**config.mk**
```make
export PLATFORM = sky130hd
export DESIGN_NAME = vcortex_pwm_gen
export DESIGN_NICKNAME = d
export VERILOG_FILES = /design/src/rtl/vcortex_pwm_gen.sv
export SDC_FILE = /design/constraint.sdc
export NUM_CORES = 1
export LEC_CHECK = 0
export ABC_CLOCK_PERIOD_IN_PS = 5060
export CAP_MARGIN = 20
export CORE_MARGIN = 2
export CORE_UTILIZATION = 60
export CTS_CLUSTER_DIAMETER = 60
export CTS_CLUSTER_SIZE = 30
export DETAILED_ROUTE_END_ITERATION = 8
export PLACE_DENSITY = 0.78
export SLEW_MARGIN = 40
export SYNTH_ARGS = -nofsm -noshare
export SYNTH_HDL_FRONTEND = slang
export SYNTH_SLANG_ARGS = --single-unit
```
**constraint.sdc**
```tcl
create_clock -name clk_ir -period 5.06 [get_ports clk_ir]
set_clock_uncertainty 0.15 [all_clocks]
set_input_delay 1.518 -clock clk_ir [delete_from_list [all_inputs] [get_ports clk_ir]]
set_output_delay 1.518 -clock clk_ir [all_outputs]
set_load 0.01 [all_outputs]
```
**src/rtl/vcortex_pwm_gen.sv**
```systemverilog
// Multi-channel PWM generator: scans the PWM RAM into staging once per period, loads active duties at wrap.
// Optional build macro VCORTEX_PWM_POL_INV_EN selects active-low outputs.
module vcortex_pwm_gen #(
   parameter int P_NUM_CH       = 16,
   parameter int P_RAM_ADDR_W   = 4,
   parameter int P_RAM_DATA_W   = 16,
   parameter int P_PWM_W        = 8,
   parameter int P_PRESCALE     = 4,
   parameter int P_RAM_RD_DELAY = 1
) (
   input  logic                    clk_ir,
   input  logic                    rst_il,
   input  logic                    pwm_gen_en_ih,
   output logic [P_RAM_ADDR_W-1:0] pwm_ram_rd_addr_od,
   input  logic [P_RAM_DATA_W-1:0] pwm_ram_rd_data_id,
   output logic [P_NUM_CH-1:0]     pwm_oh,
   output logic                    pwm_period_start_oh
);

   localparam int PS_W = (P_PRESCALE > 1) ? $clog2(P_PRESCALE) : 1;
   localparam int DLY  = P_RAM_RD_DELAY;
   localparam logic [P_RAM_ADDR_W-1:0] LAST_CH = P_RAM_ADDR_W'(P_NUM_CH - 1);
`ifdef VCORTEX_PWM_POL_INV_EN
   localparam logic ACT = 1'b0;
`else
   localparam logic ACT = 1'b1;
`endif

   typedef enum logic [1:0] {IDLE, PRIME, RUN} state_t;

   state_t                          state_q, state_d;
   logic [PS_W-1:0]                 presc_q;
   logic [P_PWM_W-1:0]              cnt_q;
   logic [P_RAM_ADDR_W-1:0]         fcnt_q;
   logic                            fetch_q;
   logic                            fill_done_q;
   logic [DLY-1:0]                  vld_pipe;
   logic [DLY-1:0][P_RAM_ADDR_W-1:0] ch_pipe;
   logic [P_NUM_CH-1:0][P_PWM_W:0]  staging_q, active_q;
   logic [P_NUM_CH-1:0]             hit;
   logic                            tick, wrap, load, start_fetch, run;

   assign tick        = (presc_q == PS_W'(P_PRESCALE - 1));
   assign wrap        = tick && (cnt_q == {P_PWM_W{1'b1}});
   assign run         = (state_q == RUN) && pwm_gen_en_ih;
   assign start_fetch = ((state_q == IDLE) && pwm_gen_en_ih) || load;

   always_ff @(posedge clk_ir or negedge rst_il) begin
      if (!rst_il) state_q <= IDLE;
      else         state_q <= state_d;
   end

   always_comb begin
      state_d = state_q;
      load    = 1'b0;
      case (state_q)
         IDLE:  if (pwm_gen_en_ih) state_d = PRIME;
         PRIME: begin
            if (!pwm_gen_en_ih) state_d = IDLE;
            else if (fill_done_q) begin
               state_d = RUN;
               load    = 1'b1;
            end
         end
         RUN: begin
            if (!pwm_gen_en_ih) state_d = IDLE;
            else if (wrap)      load    = 1'b1;
         end
         default: state_d = IDLE;
      endcase
   end

   // Fetch sequencer: address issue plus a valid/channel shift register matching the RAM read latency.
   always_ff @(posedge clk_ir or negedge rst_il) begin
      if (!rst_il) begin
         pwm_ram_rd_addr_od <= '0;
         fcnt_q             <= '0;
         fetch_q            <= 1'b0;
         fill_done_q        <= 1'b0;
         vld_pipe           <= '0;
         ch_pipe            <= '0;
         staging_q          <= '0;
      end else if (!pwm_gen_en_ih) begin
         fcnt_q      <= '0;
         fetch_q     <= 1'b0;
         fill_done_q <= 1'b0;
         vld_pipe    <= '0;
      end else begin
         vld_pipe[0] <= fetch_q;
         ch_pipe[0]  <= fcnt_q;
         for (int i = 1; i < DLY; i++) begin
            vld_pipe[i] <= vld_pipe[i-1];
            ch_pipe[i]  <= ch_pipe[i-1];
         end
         if (fetch_q) begin
            pwm_ram_rd_addr_od <= fcnt_q;
            fcnt_q             <= fcnt_q + P_RAM_ADDR_W'(1);
            if (fcnt_q == LAST_CH) fetch_q <= 1'b0;
         end
         if (start_fetch) begin
            fetch_q <= 1'b1;
            fcnt_q  <= '0;
         end
         if (vld_pipe[DLY-1])
            staging_q[ch_pipe[DLY-1]] <= pwm_ram_rd_data_id[P_PWM_W:0];
         fill_done_q <= vld_pipe[DLY-1] && (ch_pipe[DLY-1] == LAST_CH);
      end
   end

   always_ff @(posedge clk_ir or negedge rst_il) begin
      if (!rst_il) begin
         presc_q             <= '0;
         cnt_q               <= '0;
         active_q            <= '0;
         pwm_period_start_oh <= 1'b0;
      end else begin
         pwm_period_start_oh <= load;
         if (load) begin
            active_q <= staging_q;
            presc_q  <= '0;
            cnt_q    <= '0;
         end else if (run) begin
            presc_q <= tick ? '0 : presc_q + PS_W'(1);
            if (tick) cnt_q <= cnt_q + P_PWM_W'(1);
         end else begin
            presc_q <= '0;
            cnt_q   <= '0;
         end
      end
   end

   for (genvar ch = 0; ch < P_NUM_CH; ch++) begin : g_ch
      assign hit[ch] = active_q[ch][P_PWM_W] | (cnt_q < active_q[ch][P_PWM_W-1:0]);
   end

   always_ff @(posedge clk_ir or negedge rst_il) begin
      if (!rst_il)  pwm_oh <= {P_NUM_CH{~ACT}};
      else if (run) pwm_oh <= hit ^ {P_NUM_CH{~ACT}};
      else          pwm_oh <= {P_NUM_CH{~ACT}};
   end

   if (P_RAM_DATA_W > P_PWM_W + 1) begin : g_unused
      logic unused_hi;
      assign unused_hi = ^pwm_ram_rd_data_id[P_RAM_DATA_W-1:P_PWM_W+1];
   end

endmodule

```
### Word level (Yosys, flattened, before mapping)

Cells that the tools add are included.
W data, S select, Z words.

| cells by class | value |
|---|---|
| $add $sub $neg | 3 |
| $mul | 0 |
| divide/modulo/power cells | 0 |
| order comparisons | 18 |
| eq/ne operators | 11 |
| shift-type cells | 0 |
| mux-type cells | 29 |
| bitwise logic cells | 16 |
| reduce and logical (&&, ||, !) cells | 10 |

Operator list:

| cell | number |
|---|---|
| $bwmux W144 | 1 |
| $lt A8 B8 Y1 | 16 |
| $demux W9 S4 | 1 |
| $mux W8 | 3 |
| $mux W16 | 1 |
| $or A1 B1 Y1 | 16 |
| $mux W2 | 7 |
| $mux W4 | 3 |
| $mux W1 | 10 |
| $mux W9 | 1 |
| $add A8 B1 Y8 const B | 1 |
| $eq A4 B4 Y1 const B | 2 |
| $eq A8 B8 Y1 const B | 1 |
| $ne A3 B3 Y1 const B | 2 |
| $pmux W2 S3 | 1 |
| $logic_and A1 B1 Y1 | 5 |
| $lt A4 B5 Y1 const B | 1 |
| $add A4 B1 Y4 const B | 1 |
| $eq A2 B2 Y1 const B | 2 |
| $ge A4 B1 Y1 const B | 1 |
| $ne A2 B2 Y1 const B | 2 |
| $reduce_and A2 Y1 | 2 |
| $ne A3 B1 Y1 const B | 1 |
| $reduce_and A3 Y1 | 1 |
| other kinds (5) | 5 |

| word-level totals | value |
|---|---|
| register bits after elaboration | 332 |
| latch bits | 0 |
| RAM bits | 0 |
| memory bits (read-only) | 0 |
| input bits | 19 |
| output and inout bits | 21 |
| word-level logic and storage cells | 130 |
| memories kept | 0 |

### Depth between registers and ports, before layout

Gate-level depths: netlist of the first run.

| logic depth | value |
|---|---|
| word-level depth | 8 |
| depth in mapped cells | 8 |

### Worst setup path after synthesis of the first run

Ideal clock, no wire load.

| path | value |
|---|---|
| path type | input to register |
| start point | input pwm_gen_en_ih |
| end point | register staging_q[36] (netlist bit) |
| library setup time | 0.125 ns |
| data arrival time | 2.648 ns |
| required time | 4.785 ns |
| path slack | 2.137 ns |
| stages on the path | 5 |
| path through | buf_4 > nand2_1 > or4_1 > buf_6 > mux2_2 |

| on the way | value |
|---|---|
| word-level cells in the longest chain between the ends | 1 |

Ends and longest elaborated chain:

| element | line | source |
|---|---|---|
| start: declaration | 13 | `input logic pwm_gen_en_ih,` |
| $reduce_and A2 Y1 (no line) | n/a |  |
| end signal: indexed assignment | 105 | `staging_q[ch_pipe[DLY-1]] <= pwm_ram_rd_data_id[P_PWM_W:0];` |
| end: declaration | 39 | `logic [P_NUM_CH-1:0][P_PWM_W:0] staging_q, active_q;` |

Every way passes these cells.
A chain may end at the register's enable or synchronous reset.

### Final worst setup path of the first run

| path | value |
|---|---|
| start point | input pwm_gen_en_ih |
| end point | register active_q[22] (netlist bit) |

| on the way | value |
|---|---|
| word-level cells in the longest chain between the ends | 2 |

Ends and longest elaborated chain:

| element | line | source |
|---|---|---|
| $mux W1 (on tied branches) | 66, 59 |  |
| $pmux W1 S2 * | 56 | `case (state_q)` |
| end signal: assignment | 119 | `active_q <= staging_q;` |
| end: declaration | 39 |  |

Every way passes the cells marked *; elsewhere a longest branch is shown, timed or not.

==> results.sh, run 1 <==
export IMPL_end_kind="flop"
export IMPL_syn2layout_area_growth_pct=10.0
export IMPL_crit_fanout=98
export IMPL_grt_usage_pct=22.8
export IMPL_fin_crit_ns=3.45
export IMPL_slowest_stage="clkdlybuf4s50_1"
export IMPL_cts_htree_levels=1
export IMPL_post_cts_buffers=0
export IMPL_powerDensity_mw_per_mm2=307
export IMPL_drtPass1Iterations=5
export IMPL_cts_tree="built"
export IMPL_ys_flop_type="dfrtp_1"
export IMPL_pwr_share_seq_pct=52.7
export IMPL_hold_path_class="flop to flop"
export IMPL_io_buffer_count=32
export IMPL_start_util_pct=60.7
export IMPL_diodes=0
export IMPL_final_core_util_pct=66.8
export IMPL_status="finished, final reports clean"
export IMPL_dp_cells=1513
export IMPL_drtIter0Drc=614
export IMPL_seq_area_frac_synth_pct=53.0
export IMPL_period_share_pct=68.2
export IMPL_vias=9041
export IMPL_dp_hpwl_um=18400
export IMPL_finalSetupViolations=0
export IMPL_num_io_pins=40
export IMPL_routabilityCongestion=0.777
export IMPL_final_cell_count_no_fill=1566
export IMPL_pwr_share_clk_pct=42.5
export IMPL_cts_buffers=28
export IMPL_async_reset_ff_share_pct=100
export IMPL_crit_family="buffers and inverters"
export IMPL_syn_area_mm2=0.0157
export IMPL_die_y_um=166
export IMPL_final_cell_mix="dfrtp_1, mux2_2, inv_1"
export IMPL_internal_power_w=0.00398
export IMPL_grt_max_degree=109
export IMPL_crit_chain="clkdlybuf4s50_1 -> nand2_1 -> nor2_8 -> buf_12 -> mux2_2"
export IMPL_nets=1346
export IMPL_hp_start="presc_q[0]"
export IMPL_root_buffer="clkbuf_16"
export IMPL_path_clk_slew_ns=0.07
export IMPL_die_w_um=166
export IMPL_synth_edf_count=0
export IMPL_startpoint_type="primary input"
export IMPL_via_per_inst=5.77
export IMPL_startpoint="pwm_gen_en_ih"
export IMPL_fmax_mhz=290
export IMPL_design_area_mm2=0.0173
export IMPL_post_dp_cell_area_mm2=0.0163
export IMPL_yosysWarnings=0
export IMPL_rsz0062_at_grt="no"
export IMPL_cts_resized=0
export IMPL_die_area_mm2=0.0275
export IMPL_syn_area_per_cell_um2=13.4
export IMPL_tns_ns=0
export IMPL_drt_total_wl_um=30700
export IMPL_final_antenna_net_count=0
export IMPL_holdBufCountCts=0
export IMPL_path_class="primary input to flop"
export IMPL_core_area_mm2=0.0258
export IMPL_clk_latency_ns=0.56
export IMPL_ys_types=43
export IMPL_rows=59
export IMPL_drv_cap=0
export IMPL_drive_gt1_share_pct=31.7
export IMPL_grt_pass1_vias=9236
export IMPL_ir_drop_mv=0.341
export IMPL_antenna_found_initial=0
export IMPL_syn_inst=1168
export IMPL_comb_power_share_pct=4.8
export IMPL_rr_startpoint="cnt_q[0]"
export IMPL_cts_sinks=332
export IMPL_relSlewSlack_pct=51.2
export IMPL_p_leak_nw=8.42
export IMPL_tightest_slew_ns=0.726
export IMPL_critPathBufInv=2
export IMPL_grt_pass1_wl_um=50000
export IMPL_drv_slew=0
export IMPL_overflow=0
export IMPL_ys_ff_latch=332
export IMPL_netSwitchingPower_w=0.00132
export IMPL_drt_wirelength_per_cell_um=19.6
export IMPL_cp_required_ns=5.35
export IMPL_drc=0
export IMPL_layout_commonest_cell="dfrtp_1"
export IMPL_syn_nets=1305
export IMPL_total_power_w=0.00530
export IMPL_slowest_delay_ns=0.81
export IMPL_swShare_pct=24.9
export IMPL_hold_viol_final=0
export IMPL_arrival_ns=3.74
export IMPL_cts_buffer_depth=3
-- logic make-up after synthesis --
kind of cell / after synthesis / synth area share (%)
AOI/OAI and AO/OA: 99 / 4.25
adders and majority gates: 118 / 9.41
DFF: 332 / 53.0
and+or+nand+nor: 152 / 5.55
muxes: 299 / 22.6
buffers and inverters: 160 / 4.74
xor gates and xnor gates: 8 / 0.447
-- area by class of cell --
type | instances | area, um2
fillers | 1868 | 8580
repair buffers | 50 | 485
multi-input cells | 676 | 6640
clock buffers | 32 | 747
inverters | 121 | 454
clock inverters | 20 | 211
well taps | 335 | 419
flip-flops and latches | 332 | 8310
-- stage by stage --
| stage | hold slack, ns | setup WS [ns] |
|---|---|---|
| CTS | 0.319 | 1.65 |
| global route | 0.325 | 1.53 |
| detailed placement | 0.284 | 1.07 |
| global placement | 0.273 | 1.09 |
| floorplan | 0.265 | 2.14 |
| finish | 0.319 | 1.61 |
-- state kept, by name (all words and copies together), names as in the netlist, 4 cells and up --
register and flops:
pwm_ram_rd_addr_od 4, fcnt_q 4, ch_pipe 4, active_q 144, pwm_oh 16, staging_q 144
cnt_q 8
-- cell usage after synthesis (3+ instances only) --
cell	count	area [um2]
buf_6	6	67.6
dfrtp_1	332	8310
buf_4	10	75.1
a21o_1	14	105
clkbuf_1	15	56.3
xor2_1	4	35.0
mux2_4	50	751
a211oi_1	6	45.0
o21a_1	13	97.6
nor2_1	27	101
nor4_1	13	81.3
a2bb2oi_1	3	26.3
buf_8	5	75.1
nand2b_1	19	119
nor2_2	9	56.3
a21oi_1	37	185
xnor2_1	4	35.0
o21bai_1	3	22.5
or3_1	4	25.0
nand2_1	17	63.8
mux2_2	246	2770
nand4_1	29	181
nor3_1	19	95.1
o21ai_0	7	35.0
inv_1	121	454
mux2i_1	3	30.0
ha_1	118	1480
nand3_1	4	20.0
a2111oi_0	13	114
-- routing by layer --
layer | wire length, um | up-vias | track usage, %
li1 | - | 4200 | -
met1 | 14100 | 4650 | 31.5
met2 | 14800 | 139 | 38.5
met3 | 1030 | 52 | 3.11
met4 | 743 | 0 | 5.48
met5 | 0 | - | 0
-- power groups by stage --
stage	Sequential, W	Combinational (W)	Clock, W
4_1_cts	0.00279	0.000257	0.00229
3_3_place_gp	0.00284	0.000249	0
2_1_floorplan	0.00282	0.000151	0
6_report	0.00279	0.000255	0.00225
5_1_grt	0.00281	0.000280	0.00241
3_5_place_dp	0.00285	0.000256	0
-- final timing paths --
path | cells after the start | slack [ns] | to
setup / recovery | 5 | 1.61 | active_q[22]
hold / removal | 1 | 0.32 | presc_q[0]
setup reg to reg | 6 | 2.27 | active_q[22]
hold reg to reg | 1 | 0.32 | presc_q[0]
max in group asynchronous | 3 | 2.89 | active_q[87]
min in group asynchronous | 1 | 0.71 | staging_q[16]
Note: power is estimated with default switching activity, not from simulation.
==> run 2, diff against run 1 <==
- ABC_CLOCK_PERIOD_IN_PS: 5060 -> 3100
- CORE_UTILIZATION: 60 -> 56
- PLACE_DENSITY: 0.78 -> 0.76
- clock period: 5.06 -> 3.1 ns (I/O delays scaled with it)
==> run 2 against run 1 <==
Hold slack worse by 0.16 ns. Sequential power is 63% higher. Die area increased by 7.0%. Cell area up 2.8%. Core utilization decreased by 2.7 points. Register-to-register slack lost 1.5 ns. Sequential share of layout area decreased by 1.3 points. Count of clock-buffer cells in the layout is 5 lower. Non-clock buffer count grew 41. Critical endpoint is now staging_q[38].
==> results.sh, run 2 (synthesis gave the netlist of run 1 again) <==
export IMPL_status="finished, final reports clean"
export IMPL_cts_sinks=332
export IMPL_final_cell_mix="dfrtp_1, mux2_2, inv_1"
export IMPL_tns_ns=0
export IMPL_ff2ff_setup_slack_ns=0.76
export IMPL_startpoint_type="primary input"
export IMPL_drive_gt1_share_pct=33.0
export IMPL_die_w_um=171
export IMPL_tightest_slew_ns=0.568
export IMPL_rows=61
export IMPL_hold_path_class="primary input to asynchronous set/reset pin"
export IMPL_cts_buffers=26
export IMPL_die_area_mm2=0.0294
export IMPL_rsz0062_at_grt="no"
export IMPL_drtIter0Drc=542
export IMPL_antenna_found_initial=1
export IMPL_path_class="primary input to flop"
export IMPL_largestRegisters="active_q: 144 flops, staging_q: 144 flops, pwm_oh: 16 flops"
export IMPL_n_fill_cell=2004
export IMPL_drt_wirelength_per_cell_um=19.4
export IMPL_grt_usage_pct=22.9
export IMPL_drv_cap=0
export IMPL_layout_setup_ws_ns=0.471
export IMPL_drtPass1Iterations=4
export IMPL_fmax_mhz=380
export IMPL_grt_pass1_vias=9540
export IMPL_post_cts_buffers=0
export IMPL_slowest_stage="or4_1"
export IMPL_holdBufCountCts=0
export IMPL_overflow=0
export IMPL_pre_cts_slack_ns=-0.0812
export IMPL_top_usage_layer="met2"
export IMPL_cts_buffer_depth=3
export IMPL_hold_viol_final=0
export IMPL_vias=9185
export IMPL_final_antenna_net_count=0
export IMPL_grt_pass1_wl_um=51700
export IMPL_layout_commonest_cell="dfrtp_1"
export IMPL_end_kind="flop"
export IMPL_critPathBufInv=1
export IMPL_cp_required_ns=3.38
export IMPL_seqCellArea_mm2=0.00831
export IMPL_fin_crit_ns=2.63
export IMPL_grtUsageMet3_pct=2.46
export IMPL_num_io_pins=40
export IMPL_crit_family="simple AND/OR/NAND/NOR gates"
export IMPL_grt_max_degree=81
export IMPL_diodes=0
export IMPL_syn2layout_area_growth_pct=13.2
export IMPL_ir_drop_mv=0.431
export IMPL_start_util_pct=56.6
export IMPL_nets=1385
export IMPL_crit_chain="clkdlybuf4s50_1 -> nand2_1 -> or4_1 -> mux2_2"
export IMPL_p_leak_nw=8.64
export IMPL_dp_hpwl_um=19700
export IMPL_slowest_delay_ns=0.73
export IMPL_via_per_inst=5.58
export IMPL_die_y_um=171
export IMPL_hold_ws_ns=0.159
export IMPL_io_buffer_count=32
export IMPL_powerDensity_mw_per_mm2=484
export IMPL_grtUsageMet2_pct=38.5
export IMPL_drc=0
export IMPL_drt_total_wl_um=31900
export IMPL_core_area_mm2=0.0277
export IMPL_arrival_ns=2.91
export IMPL_cts_resized=0
export IMPL_cts_tree="built"
export IMPL_period_share_pct=84.8
export IMPL_drv_slew=0
export IMPL_crit_fanout=9
export IMPL_relSlewSlack_pct=62.1
export IMPL_finalSetupViolations=0
export IMPL_multi_input_comb_area_mm2=0.00664
export IMPL_routabilityCongestion=0.775
export IMPL_path_clk_slew_ns=0.08
export IMPL_clk_latency_ns=0.56
export IMPL_cts_htree_levels=1
export IMPL_use_met1_pct=31.4
export IMPL_root_buffer="clkbuf_16"
[run 2: cell count changes in the layout (fill, tap and decap cells not counted), moves of 4 or more]
cell and change:
buf_12 +9, buf_2 -9, buf_4 +33, clkdlybuf4s50_1 +9, clkinv_8 +5, inv_12 +4
inv_8 -7
[run 2: report_power, final]
group / internal, W / switching (W) / total (W)
Clock: 0.00175 / 0.00185 / 0.00360
Combinational: 0.000188 / 0.000245 / 0.000434
Sequential: 0.00447 / 0.0000851 / 0.00456
[run 2: cell type report]
cell class	count	area share, %
Multi-Input combinational cell	676	37.4
Timing Repair Buffer	91	5.24
Tap cell	378	2.66
Inverter	121	2.56
Sequential cell	332	46.8
Clock buffer	27	3.81
Clock inverter	21	1.54
[run 2: per-stage QoR]
step	utilization [%]	cells	total power [W]	area, um2
2_1_floorplan	-	1168	0.00486	15700
3_3_place_gp	60.6	1598	0.00506	16800
3_5_place_dp	60.6	1598	0.00509	16800
4_1_cts	64.1	1646	0.00867	17800
5_1_grt	64.1	1646	0.00890	17800
6_report	64.1	1646	0.00859	17800
[run 2: worst paths after layout]
| path | end | cells past startpoint | start |
|---|---|---|---|
| max | staging_q[38] | 4 | pwm_gen_en_ih |
| min | active_q[12] | 1 | rst_il |
| max reg2reg | active_q[30] | 6 | cnt_q[6] |
| min reg2reg | presc_q[0] | 1 | presc_q[0] |
| max in group asynchronous | fetch_q | 2 | rst_il |
| min in group clk_ir | presc_q[0] | 1 | presc_q[0] |
[run 2: metal layers]
layer  part of all wire, %  vias up
met1                    45     4687
met4                   3.0        0
met5                     0        -
met2                    48      141
met3                   3.6       68
li1                      -     4289
==> run 3, diff against run 2 <==
- ABC_CLOCK_PERIOD_IN_PS: 3100 -> 2700
- CORE_UTILIZATION: 56 -> 60
- PLACE_DENSITY: 0.76 -> 0.78
- clock period: 3.1 -> 2.7 ns (I/O delays scaled with it)
==> run 3 against run 2 <==
Combinational power up 16%. Count of clock-buffer cells in the layout increased by 2. Critical path depth is 3 lower. Clock power increased by 12%. Cell area is 0.59% higher. Core utilization increased by 5.0 points. Non-clock buffer count is 10 higher. Global-route usage grew 0.86 points. Via count is 0.28% higher. Critical endpoint is now pwm_ram_rd_addr_od[0]. Largest cell class unchanged.
==> results.sh, run 3 (synthesis gave the netlist of run 1 again) <==
export IMPL_rsz0062_at_grt="no"
export IMPL_crit_fanout=2
export IMPL_cts_buffers=26
export IMPL_cts_htree_levels=1
export IMPL_drc=0
export IMPL_cts_resized=0
export IMPL_grt_max_degree=68
export IMPL_grt_pass1_vias=9707
export IMPL_die_y_um=166
export IMPL_num_io_pins=40
export IMPL_die_area_mm2=0.0275
export IMPL_routabilityCongestion=0.784
export IMPL_use_met1_pct=33.6
export IMPL_critPathBufInv=1
export IMPL_dp_hpwl_um=20500
export IMPL_crit_family="buffers and inverters"
export IMPL_relSlewSlack_pct=64.4
export IMPL_vias=9211
export IMPL_drt_wirelength_per_cell_um=19.7
export IMPL_nets=1395
export IMPL_final_core_util_pct=69.1
export IMPL_rows=59
export IMPL_final_antenna_net_count=0
export IMPL_grtUsageMet3_pct=2.68
export IMPL_tightest_slew_ns=0.521
export IMPL_grt_pass1_wl_um=51900
export IMPL_drive_gt1_share_pct=33.5
export IMPL_cts_buffer_depth=3
export IMPL_ir_drop_mv=0.563
export IMPL_layout_commonest_cell="dfrtp_1"
export IMPL_post_cts_buffers=0
export IMPL_startpoint_type="flop"
export IMPL_path_clk_slew_ns=0.08
export IMPL_slowest_stage="clkdlybuf4s50_1"
export IMPL_hold_viol_final=0
export IMPL_drv_slew=0
export IMPL_overflow=0
export IMPL_fmax_mhz=416
export IMPL_clk_latency_ns=0.54
export IMPL_final_cell_mix="dfrtp_1, mux2_2, inv_1"
export IMPL_root_buffer="clkbuf_16"
export IMPL_drtPass1Iterations=5
export IMPL_hold_path_class="primary input to asynchronous set/reset pin"
export IMPL_powerDensity_mw_per_mm2=549
export IMPL_design_area_mm2=0.0179
export IMPL_via_per_inst=5.71
export IMPL_crit_chain="clkdlybuf4s50_1"
export IMPL_status="finished, final reports clean"
export IMPL_arrival_ns=1.44
export IMPL_finalSetupViolations=0
export IMPL_drtIter0Drc=665
export IMPL_drv_cap=0
export IMPL_holdBufCountCts=0
export IMPL_largestRegisters="active_q: 144 flops, staging_q: 144 flops, pwm_oh: 16 flops"
export IMPL_io_buffer_count=32
export IMPL_cts_tree="built"
export IMPL_die_w_um=166
export IMPL_fin_crit_ns=2.40
export IMPL_cp_required_ns=1.74
export IMPL_top_usage_layer="met2"
export IMPL_diodes=0
export IMPL_grtUsageMet2_pct=40.2
export IMPL_slowest_delay_ns=0.54
export IMPL_end_kind="output pin"
export IMPL_period_share_pct=89.0
export IMPL_post_dp_cell_area_mm2=0.0169
export IMPL_path_class="flop to output pin"
export IMPL_syn2layout_area_growth_pct=13.8
export IMPL_start_util_pct=60.7
export IMPL_n_fill_cell=1794
export IMPL_p_leak_nw=8.71
export IMPL_antenna_found_initial=0
export IMPL_cts_sinks=332
export IMPL_drt_total_wl_um=31800
export IMPL_core_area_mm2=0.0258
export IMPL_grt_usage_pct=23.7
## run 3: cell types whose count changed in the layout (fill, tap and decap cells not counted)
cell,previous run,this run
clkbuf_1,0,1
clkinv_2,2,1
inv_6,4,6
inv_12,4,2
clkinv_8,7,4
buf_4,46,47
inv_8,2,4
buf_12,13,22
clkbuf_8,0,1
## run 3: layout make-up
cell class	count	area, um2	share of cell area, %
flip-flops and latches	332	8310	46.5
well taps	335	419	2.35
multi-input cells	676	6640	37.2
clock buffers	29	693	3.88
repair buffers	101	1120	6.26
inverters	121	454	2.54
clock inverters	19	228	1.28
## run 3: metrics by stage
| step | total power, W | worst slack (ns) | hold slack [ns] | setup TNS (ns) | std cells |
|---|---|---|---|---|---|
| 4_1_cts | 0.00989 | 0.269 | 0.00283 | 0 | 1613 |
| 5_1_grt | 0.0102 | 0.236 | 0.0131 | 0 | 1613 |
| 3_3_place_gp | 0.00581 | -0.0585 | 0.279 | -1.70 | 1565 |
| 6_report | 0.00980 | 0.297 | 0.00882 | 0 | 1613 |
| 3_5_place_dp | 0.00584 | -0.0727 | 0.287 | -3.28 | 1565 |
| 2_1_floorplan | 0.00558 | 0.340 | 0.265 | 0 | 1168 |
## run 3: report_power, final
part,internal (W),switching [W]
logic,0.000221,0.000282
clock network,0.00201,0.00205
registers,0.00514,0.000104
## run 3: final timing paths
| kind | startpoint | end | slack (ns) | cells after the start |
|---|---|---|---|---|
| setup / recovery | pwm_ram_rd_addr_od[0] | pwm_ram_rd_addr_od[0] | 0.30 | 1 |
| hold / removal | rst_il | staging_q[14] | 0.009 | 1 |
| setup reg to reg | presc_q[0] | active_q[123] | 0.40 | 7 |
| hold reg to reg | presc_q[0] | presc_q[0] | 0.31 | 1 |
| max in group asynchronous | rst_il | active_q[108] | 1.69 | 2 |
| min in group clk_ir | presc_q[0] | presc_q[0] | 0.31 | 1 |
## run 3: per-layer routing
| metal | part of all wire [%] | routed length (um) |
|---|---|---|
| met2 | 50 | 15700 |
| met3 | 3.7 | 1170 |
| met5 | 0 | 0 |
| met1 | 45 | 14400 |
| met4 | 1.6 | 509 |
